### src/rtl/sevenseg_reader_if.sv
// Bus bundle between a multiplexed seven-segment source/consumer and the reader.
// master drives the segment bus and out_ready; slave is the decoder side.
interface sevenseg_reader_if;
    logic [6:0] seg;
    logic [1:0] dsel;
    logic       out_valid;
    logic       out_ready;
    logic [3:0] out_q;
    logic [3:0] out_s;
    logic [3:0] out_t;
    logic [2:0] blank;
    logic [2:0] err;
    logic       overrun;
    logic [7:0] err_cnt;

    modport master (
        output seg, dsel, out_ready,
        input  out_valid, out_q, out_s, out_t, blank, err, overrun, err_cnt
    );

    modport slave (
        input  seg, dsel, out_ready,
        output out_valid, out_q, out_s, out_t, blank, err, overrun, err_cnt
    );
endinterface

### src/rtl/sevenseg_reader.sv
// Debounces a multiplexed 3-digit seven-segment bus and presents decoded Q/S/T frames.
// Optional SEVENSEG_ERRCNT_EN builds a saturating counter of invalid-pattern captures.
module sevenseg_reader #(
    parameter int unsigned STABLE_CYCLES = 4
) (
    input  logic              clk,
    input  logic              rst,
    sevenseg_reader_if.slave  bus
);
    typedef enum logic {COLLECT, PRESENT} state_t;

    typedef struct packed {
        logic [3:0] val;
        logic       blank;
        logic       err;
    } digit_t;

    localparam logic [3:0] STABLE = 4'(STABLE_CYCLES);

    state_t     state, state_nxt;
    logic [8:0] cur, smp;
    logic [3:0] cnt, cnt_nxt;
    logic       cap;
    digit_t     dec;
    digit_t     shadow [3];
    logic [2:0] mask, mask_set;
    logic       mask_full;
    logic       load, drop;
    logic [3:0] q_r, s_r, t_r;
    logic [2:0] blank_r, err_r;
    logic       overrun_r;

    function automatic digit_t decode(input logic [6:0] s);
        digit_t d;
        d = '{val: 4'h0, blank: 1'b0, err: 1'b0};
        case (s)
            7'h40: d.val = 4'h0;
            7'h79: d.val = 4'h1;
            7'h24: d.val = 4'h2;
            7'h30: d.val = 4'h3;
            7'h19: d.val = 4'h4;
            7'h12: d.val = 4'h5;
            7'h02: d.val = 4'h6;
            7'h78: d.val = 4'h7;
            7'h00: d.val = 4'h8;
            7'h10: d.val = 4'h9;
            7'h08: d.val = 4'hA;
            7'h03: d.val = 4'hB;
            7'h46: d.val = 4'hC;
            7'h21: d.val = 4'hD;
            7'h06: d.val = 4'hE;
            7'h0E: d.val = 4'hF;
            7'h7F: d.blank = 1'b1;
            default: d.err = 1'b1;
        endcase
        return d;
    endfunction

    assign cur       = {bus.dsel, bus.seg};
    assign mask_full = (mask == 3'b111);

    // cnt == 0 marks "no sample since reset", so the first run starts at 1.
    always_comb begin
        cnt_nxt  = 4'd1;
        if (cnt != 4'd0 && cur == smp)
            cnt_nxt = (cnt == STABLE) ? cnt : cnt + 4'd1;
        cap      = (cnt_nxt == STABLE) && (cnt != STABLE) && (bus.dsel != 2'd3);
        dec      = decode(bus.seg);
        mask_set = cap ? (3'b001 << bus.dsel) : 3'b000;
    end

    always_comb begin
        state_nxt = state;
        load      = 1'b0;
        drop      = 1'b0;
        case (state)
            COLLECT: begin
                if (mask_full) begin
                    load      = 1'b1;
                    state_nxt = PRESENT;
                end
            end
            PRESENT: begin
                if (bus.out_ready) begin
                    if (mask_full) load = 1'b1;
                    else           state_nxt = COLLECT;
                end else if (mask_full) begin
                    drop = 1'b1;
                end
            end
            default: state_nxt = COLLECT;
        endcase
    end

    always_ff @(posedge clk or posedge rst) begin
        if (rst) state <= COLLECT;
        else     state <= state_nxt;
    end

    always_ff @(posedge clk or posedge rst) begin
        if (rst) begin
            smp       <= '0;
            cnt       <= '0;
            mask      <= '0;
            q_r       <= '0;
            s_r       <= '0;
            t_r       <= '0;
            blank_r   <= '0;
            err_r     <= '0;
            overrun_r <= 1'b0;
            for (int i = 0; i < 3; i++) shadow[i] <= '0;
        end else begin
            smp <= cur;
            cnt <= cnt_nxt;
            for (int i = 0; i < 3; i++)
                if (cap && bus.dsel == 2'(i)) shadow[i] <= dec;
            // Captures landing on the clear cycle still count toward the next frame.
            if (load || drop) mask <= mask_set;
            else              mask <= mask | mask_set;
            if (load) begin
                q_r     <= shadow[0].val;
                s_r     <= shadow[1].val;
                t_r     <= shadow[2].val;
                blank_r <= {shadow[2].blank, shadow[1].blank, shadow[0].blank};
                err_r   <= {shadow[2].err, shadow[1].err, shadow[0].err};
            end
            if (drop) overrun_r <= 1'b1;
        end
    end

`ifdef SEVENSEG_ERRCNT_EN
    logic [7:0] err_cnt_r;
    always_ff @(posedge clk or posedge rst) begin
        if (rst)
            err_cnt_r <= '0;
        else if (cap && dec.err && err_cnt_r != 8'hFF)
            err_cnt_r <= err_cnt_r + 8'd1;
    end
    assign bus.err_cnt = err_cnt_r;
`else
    assign bus.err_cnt = 8'h00;
`endif

    assign bus.out_valid = (state == PRESENT);
    assign bus.out_q     = q_r;
    assign bus.out_s     = s_r;
    assign bus.out_t     = t_r;
    assign bus.blank     = blank_r;
    assign bus.err       = err_r;
    assign bus.overrun   = overrun_r;
endmodule

### src/flat_wrapper.sv
// flat-port wrapper written by rule: the top's interface ports become plain ports
module sevenseg_reader_flat 
#(
    parameter int unsigned STABLE_CYCLES = 4
)
  (clk, rst, bus_seg, bus_dsel, bus_out_ready, bus_out_valid, bus_out_q, bus_out_s, bus_out_t, bus_blank, bus_err, bus_overrun, bus_err_cnt);
  sevenseg_reader_if bus_i ();
  input  logic clk;
  input  logic rst;
  input wire logic [$bits(bus_i.seg)-1:0] bus_seg;
  input wire logic [$bits(bus_i.dsel)-1:0] bus_dsel;
  input wire logic [$bits(bus_i.out_ready)-1:0] bus_out_ready;
  output wire logic [$bits(bus_i.out_valid)-1:0] bus_out_valid;
  output wire logic [$bits(bus_i.out_q)-1:0] bus_out_q;
  output wire logic [$bits(bus_i.out_s)-1:0] bus_out_s;
  output wire logic [$bits(bus_i.out_t)-1:0] bus_out_t;
  output wire logic [$bits(bus_i.blank)-1:0] bus_blank;
  output wire logic [$bits(bus_i.err)-1:0] bus_err;
  output wire logic [$bits(bus_i.overrun)-1:0] bus_overrun;
  output wire logic [$bits(bus_i.err_cnt)-1:0] bus_err_cnt;
  assign bus_i.seg = bus_seg;
  assign bus_i.dsel = bus_dsel;
  assign bus_i.out_ready = bus_out_ready;
  assign bus_out_valid = bus_i.out_valid;
  assign bus_out_q = bus_i.out_q;
  assign bus_out_s = bus_i.out_s;
  assign bus_out_t = bus_i.out_t;
  assign bus_blank = bus_i.blank;
  assign bus_err = bus_i.err;
  assign bus_overrun = bus_i.overrun;
  assign bus_err_cnt = bus_i.err_cnt;
  sevenseg_reader #(.STABLE_CYCLES(STABLE_CYCLES)) u_core (.clk(clk), .rst(rst), .bus(bus_i));
endmodule
### config.mk
export PLATFORM = sky130hd
export DESIGN_NAME = sevenseg_reader_flat
export DESIGN_NICKNAME = d
export VERILOG_FILES = /design/src/rtl/sevenseg_reader_if.sv /design/src/rtl/sevenseg_reader.sv /design/src/flat_wrapper.sv
export SDC_FILE = /design/constraint.sdc
export NUM_CORES = 1
export LEC_CHECK = 0
export CAP_MARGIN = 20
export CORE_ASPECT_RATIO = 1.4
export CORE_MARGIN = 4
export CORE_UTILIZATION = 46
export CTS_BUF_LIST = sky130_fd_sc_hd__clkbuf_4
export CTS_CLUSTER_DIAMETER = 150
export DETAILED_ROUTE_END_ITERATION = 10
export PLACE_DENSITY = 0.72
export SETUP_SLACK_MARGIN = 0.15
export SYNTH_ARGS = -nofsm -noshare
export SYNTH_HDL_FRONTEND = slang
export SYNTH_SLANG_ARGS = --single-unit
export TNS_END_PERCENT = 30
### constraint.sdc
create_clock -name clk -period 2.9 [get_ports clk]
set_input_delay 0.29 -clock clk [delete_from_list [all_inputs] [get_ports clk]]
set_output_delay 0.29 -clock clk [all_outputs]
set_load 0.01 [all_outputs]
==> results of run 1 <==
## layout by cell type (no fill, tap or decap), types with 2 or more instances in the layout
cell type        instances
nor3_1                   5
nor4b_1                  2
nor4bb_1                 2
nor2_1                   8
clkbuf_4                 5
or2_2                    3
nor2b_1                  3
nand4b_1                 2
conb_1                   8
nand3_1                  3
dfrtp_1                 54
a21oi_1                  6
a21o_1                   3
nand4_1                  5
nand2b_1                 2
inv_1                    6
ha_1                     2
o211ai_1                 2
xor2_1                   3
mux2_2                  34
nand2_1                 10
o21ai_0                  4
buf_4                   13
xnor2_1                  8
nor3b_1                  6
nor2_4                   2
and2_1                   3
clkdlybuf4s50_1         31
## what timing repair did
action,CTS,global route
setup buffers,0,0
endpoints found under the hold margin,0,0
setup endpoints to repair,0,10
## where the power goes
| part | switching (mW) | internal [mW] | total, mW | leakage (nW) |
|---|---|---|---|---|
| logic | 0.0652 | 0.0465 | 0.112 | 0.660 |
| clock network | 0.227 | 0.0924 | 0.320 | 0.0314 |
| registers | 0.00326 | 0.760 | 0.763 | 0.729 |
## stage by stage
step | hold WS [ns] | power, mW | setup WS, ns
6_report | 0.310 | 1.19 | 0.333
5_1_grt | 0.344 | 1.26 | 0.221
4_1_cts | 0.316 | 1.21 | 0.221
3_5_place_dp | 0.461 | 0.889 | 0.243
3_3_place_gp | 0.461 | 0.886 | 0.315
2_1_floorplan | 0.321 | 0.851 | 0.493
## worst min path at each step
stage | start | to | slack [ns] | cells after the start
detailed placement | u_core.bus.overrun$_DFFE_PP0P_ | u_core.bus.overrun$_DFFE_PP0P_ | 0.46 | 1
CTS | rst | u_core.shadow[1]$_DFFE_PP0P_ | 0.32 | 2
global route | rst | u_core.mask[2]$_DFF_PP0_ | 0.34 | 2
global placement | u_core.bus.overrun$_DFFE_PP0P_ | u_core.bus.overrun$_DFFE_PP0P_ | 0.46 | 1
floorplan | bus_seg[0] | u_core.smp[0]$_DFF_PP0_ | 0.32 | 0
finish | rst | u_core.shadow[1]$_DFFE_PP0P_ | 0.31 | 2
## sequential cells by signal, indices dropped and copies added, names as in the netlist
signal and count:
u_core.cnt 4, u_core.shadow 18, u_core.bus.out_q 4, u_core.bus.out_s 4, u_core.bus.out_t 4, u_core.bus.blank 3, u_core.bus.overrun 1, u_core.smp 9
u_core.bus.err 3, u_core.mask 3, u_core.bus.out_valid 1
## cell type report
cell class	instances	area (um2)	area share [%]
clock buffer	5	37.5	1.22
timing repair buffer	44	408	13.2
clock inverter	2	13.8	0.446
sequential	54	1350	43.8
inverter	7	26.3	0.851
multi-input combinational	150	1160	37.7
tap	68	85.1	2.76
## metal layers
layer,part of all wire [%],up-vias
li1,-,863
met1,42,873
met2,53,37
met3,3.1,6
met4,1.5,0
met5,0,-
## kinds of logic after synthesis
| kind of cell | after synthesis | share of synthesized area (%) |
|---|---|---|
| AND/OR/NAND/NOR | 64 | 15.4 |
| buffers and inverters | 27 | 5.06 |
| other | 1 | 0.143 |
| flip-flops | 54 | 51.5 |
| multiplexers | 34 | 14.6 |
| AO/OA/AOI/OAI | 31 | 8.68 |
| XOR/XNOR | 11 | 3.67 |
| adder cells (fa/ha/maj) | 2 | 0.954 |
==> impl_metrics.csv, run 1 <==
group,metric,value,unit
run_status,outcome,"completed",
timing,setup_viol,0,
critical_path,critPathBufInv,1,
routing,drt-initial-drc-count,66,
yosys,synth.largest_area_cell,"dfrtp_1",
layout,fin_nets,276,
power_and_ir_drop,leakage,1.42,nW
power_and_ir_drop,peakVddDrop,0.271,mV
grt,grt_overflow,0,
min_path,worstHoldPathType,"input pin to async pin",
critical_path,critPathMaxFanout,6,
placed_design,dp_hpwl,3.61,mm
critical_path,r2r_end,"u_core.shadow[16]$_DFFE_PP0P_",
yosys,syn_area,2620,um2
grt,grt_pass1_vias,1789,
yosys,synth_edf_count,0,
timing,hold_viol_final,0,
timing,rsz0062_at_grt,"false",
flow_run,maxCapViolations,0,
timing,post-route-min-period,2.57,ns
timing,fin_setup_tns,0,ns
layout,finalNonFillerCells,330,
layout,num-fill-cells,498,
grt,grt_pass1_wl,8.47,mm
clock_network,post_cts_resized,0,
critical_path,cp_data_required_time,3.17,ns
grt,grt_antenna_before_repair,0,
clock_network,clk_path_buf_depth,2,
clock_network,clk_transition_reported_paths,0.15,ns
clock_network,clk_latency,0.37,ns
timing,period_share,88.5,%
grt,grt_max_degree,32,
critical_path,criticalPathCategory,"flop to flop",
yosys,netlist_instances,224,
clock_network,cts_max_level,2,
critical_path,r2r-start,"u_core.cnt[1]$_DFF_PP0_",
yosys,ys_ff_latch,54,
critical_path,cp_slowest_cell,"dfrtp_1",
grt,grtUsageMet3,2.90,%
layout,diodes,0,
clock_network,clkSinkCount,54,
critical_path,rrSetupSlack,0.33,ns
yosys,synthFlopType,"dfrtp_1",
timing,fmax,389,MHz
critical_path,cp.depth,7,
critical_path,cpLargestDelayFamily,"simple AND/OR/NAND/NOR gates",
critical_path,path_cells,"inv_1 > ha_1 > nor2b_1 > or4b_1 > a2111o_1 > nor2_4 > mux2_2",
layout,finish.instance_area,3090,um2
critical_path,start_kind,"flop",
floorplanning,die_y,97.3,um
placed_design,post_dp_cell_area,3040,um2
yosys,syn_avg_cell_area,11.7,um2
layout,drive_gt1_share,23.7,%
yosys,netlist.area_leader.share,51.5,%
clock_network,cts-root-buf,"clkbuf_4",
floorplanning,start_util,47.5,%
grt,gr-usage-met1,18.9,%
routing,wl_per_cell,14.9,um
critical_path,crit_end,"u_core.shadow[16]$_DFFE_PP0P_",
critical_path,critPathLaunch,"u_core.cnt[1]$_DFF_PP0_",
yosys,ys_types,53,
floorplanning,die-area,6990,um2
timing,maxSlewHeadroom,54.9,%
yosys,synthTopCellsByArea,"dfrtp_1 52%, mux2_2 15%, xnor2_1 2.7%, buf_4 2.3%, nor3b_1 1.7%",
routing,vias,1779,
yosys,async_reset_ff_share,100,%
timing,tightestPinTransition,0.668,ns
clock_network,cts_inserted_buffers,5,
critical_path,reg2reg_depth,7,
layout,area_delta_synth_final,17.7,%
routing,ant_nets,0,
routing,firstDrtPassIters,4,
clock_network,cts_tree,"done",
floorplanning,die_width,71.8,um
floorplanning,ios,40,
yosys,yosysWarnings,0,
placed_design,port_buffers,31,
layout,fin_util,55.9,%
power_and_ir_drop,power_density,387,nW/um2
yosys,yosysMostFrequentCell,"dfrtp_1",
routing,drcViolationCount,0,
placed_design,dp.cells,323,
routing,viasPerCell,5.39,
yosys,synth_common_cells,"54 x dfrtp_1, 34 x mux2_2, 10 x clkbuf_1, 10 x nand2_1",
timing,drv_slew,0,
grt,grtUsageTotal,15.3,%
yosys,yosysSeqAreaShare,51.5,%
floorplanning,row_count,32,
placed_design,gp_congestion,0.777,
critical_path,endpoint_kind,"flop",
clock_network,cts_hold_buf,0,
critical_path,arrival,2.83,ns
grt,grt_use_met2,26.1,%
timing,finalClockSkew,0.0106,ns
critical_path,max_stage_delay,0.45,ns
grt,grt_busiest_layer,"met2",
floorplanning,design.core.area,5530,um2
routing,wirelength,4.91,mm
No activity file was read; power rests on OpenSTA's default activity.
==> run 2: changes to the inputs <==
CTS_CLUSTER_SIZE = 16   (was default)
==> results of run 2 <==
Final layout, timing and power as in run 1 (identical DEF).
==> variant, RTL diff (flow settings as in run 2) <==
Build with the macro `SEVENSEG_ERRCNT_EN` defined.
--- a/src/rtl/sevenseg_reader.sv
+++ b/src/rtl/sevenseg_reader.sv
@@ -1,5 +1,7 @@
 // Debounces a multiplexed 3-digit seven-segment bus and presents decoded Q/S/T frames.
 // Optional SEVENSEG_ERRCNT_EN builds a saturating counter of invalid-pattern captures.
+`define SEVENSEG_ERRCNT_EN
+
 module sevenseg_reader #(
     parameter int unsigned STABLE_CYCLES = 4
 ) (
Function: changed (Yosys sat finds a counterexample within 10 cycles, from zero or initial values and one cycle with rst high).
==> variant against run 2 <==
  * Synthesized cell count increased by 6.3%
  * Sequential cell count increased by 8
  * Power increased by 22%
  * Non-clock buffer count increased by 11
  * Wire length increased by 16%
  * Design area increased by 15%
  * Maximum frequency decreased by 2.5%
  * Synthesized area increased by 9.5%
  * Die area increased by 8.6%
  * Count of clock-buffer cells in the layout increased by 4
  * First-iteration DRC count increased by 18%
  * Worst setup slack got worse by 0.065 ns
  * Critical path type unchanged
  * Critical endpoint is now u_core.shadow[15]$_DFFE_PP0P_
==> variant: results (changes against run 2) <==
synth top area cells dfrtp_1 54%, mux2_2 15%, xnor2_1 4.6%, nand3_1 1.9%, nand2_1 1.8%; IO Port Bufs 39 (+26%); clk_lat worst skew 0.40 ns (+0.03 ns); CTS max path bufs 2 (unchanged); top cells by count, synth 62 x dfrtp_1, 37 x mux2_2, 15 x xnor2_1; Setup Crit Path Kind reg2reg; crit-path max FO 7 (+1); initial DRC count 78 (+18%); detailed placer's ending HPWL 4010 µm (+11%); Nets 310 (+12%); Reg2Reg Launch Point u_core.cnt[0]$_DFF_PP0_; ANT cells 0 (unchanged); CP Data Arrival Time 2.92 ns (+0.09 ns); post-synthesis sequential area ratio 0.540 (+0.0250); Via density 5.49 (+1.9%); Num CTS Buffers 9 (+4); Root Driver clkbuf_4; DR WL/cell 15.3 µm (+3.1%); Syn Inst Count 238 (+6.3%); number of flip-flops in the largest register 18 (unchanged); Slowest cell on crit path or3_4; Clock transition at path regs 0.10 ns (-0.05 ns); H-tree Lvls 3 (+1); flop2flop setup slack 0.27 ns (-0.07 ns); share of synthesized flip-flops with an asynchronous set or reset 1.00 (unchanged); Detailed Routing Iterations Pass 1 4 (unchanged); placed instance area 3410 µm² (+12%); pwr dens 410 nW/µm² (+6.0%); Tot Pwr 1.46 mW (+22%); VDD IR max 0.249 mV (-8.1%); status finished, final reports clean; Clock Skew 0.00678 ns (-0.00380 ns); dpl cells 351 (+8.7%); max incr delay on CP 0.45 ns (about the same); Total GRT Usage 0.173 (+0.0201); sequential group power 0.873 mW (+14%); Top reg by flops u_core.shadow; vias in the first global route 2096 (+17%); Rel. slew slack 0.486 (-0.0628); fill count 507 (+1.8%); Hold WS 0.412 ns (+0.101 ns); max-slew violations 0 (unchanged); first-pass GRT wire length 9890 µm (+17%); CP delay by family, top simple AND/OR/NAND/NOR gates; Syn Nets 253; Comb pwr share 0.073 (-0.021); initial antenna violation count 0 (unchanged); WL final 5670 µm (+16%); fin crit share 0.908 (+0.0225); Final GP Congestion 0.768 (-1.1%); worst hold path class in2async; share of cells above drive strength 1 0.237 (about the same); synthesis warning total 0 (unchanged); Lkg Pwr 1.63 nW (+14%); pre-CTS WS -0.000774 ns (-0.244 ns); Synth cell types 43 (-19%); Sw Ratio 0.257 (+0.00913); largest net degree at the start of global routing 63 (+97%)
variant: cell type report:
class,instances,share of cell area
clock inverters,7,0.0116
well taps,70,0.0246
multi-input cells,160,0.354
inverters,7,0.00739
flip-flops and latches,62,0.436
clock buffers,9,0.0190
repair buffers,55,0.147
variant: cells by family (layout without fill, tap and decap cells):
kind of cell | count (synthesis) | after routing | synth area share
compound gates | 25 | 25 | 0.0680
xor+xnor | 17 | 17 | 0.0519
fa+ha+maj | 3 | 3 | 0.0131
buf+inv | 16 | 78 | 0.0209
flops | 62 | 62 | 0.540
mux | 39 | 39 | 0.152
simple gates | 76 | 76 | 0.154
variant: repair_timing:
item | 4_1_cts | 5_1_grt
setup buffers | 1 | 2
resized for setup | 0 | 0
pin swaps | 0 | 1
endpoints found under the setup margin | 6 | 17
variant: worst paths after layout:
check	to	cells after the start
worst max-delay path	u_core.shadow[15]$_DFFE_PP0P_	9
worst min-delay path	u_core.bus.err[0]$_DFFE_PP0P_	3
worst max register to register	u_core.shadow[15]$_DFFE_PP0P_	9
worst min register to register	u_core.bus.overrun$_DFFE_PP0P_	1
max in group asynchronous	u_core.shadow[15]$_DFFE_PP0P_	3
min in group clk	u_core.bus.overrun$_DFFE_PP0P_	1
variant: metal layers:
layer | part of all wire | GRT usage | vias up
met5 | 0 | 0 | -
met4 | 0.017 | 0.0712 | 0
met3 | 0.036 | 0.0506 | 9
met2 | 0.50 | 0.268 | 43
met1 | 0.44 | 0.225 | 1011
li1 | - | - | 970
variant: worst reg2reg max path: stages (launching register included):
cell,delay (ns)
dfrtp_1,0.42
inv_1,0.09
ha_1,0.26
nand2b_1,0.11
o2111ai_1,0.13
or3_4,0.45
a2111oi_4,0.30
nor3b_4,0.27
buf_12,0.16
mux2_2,0.33
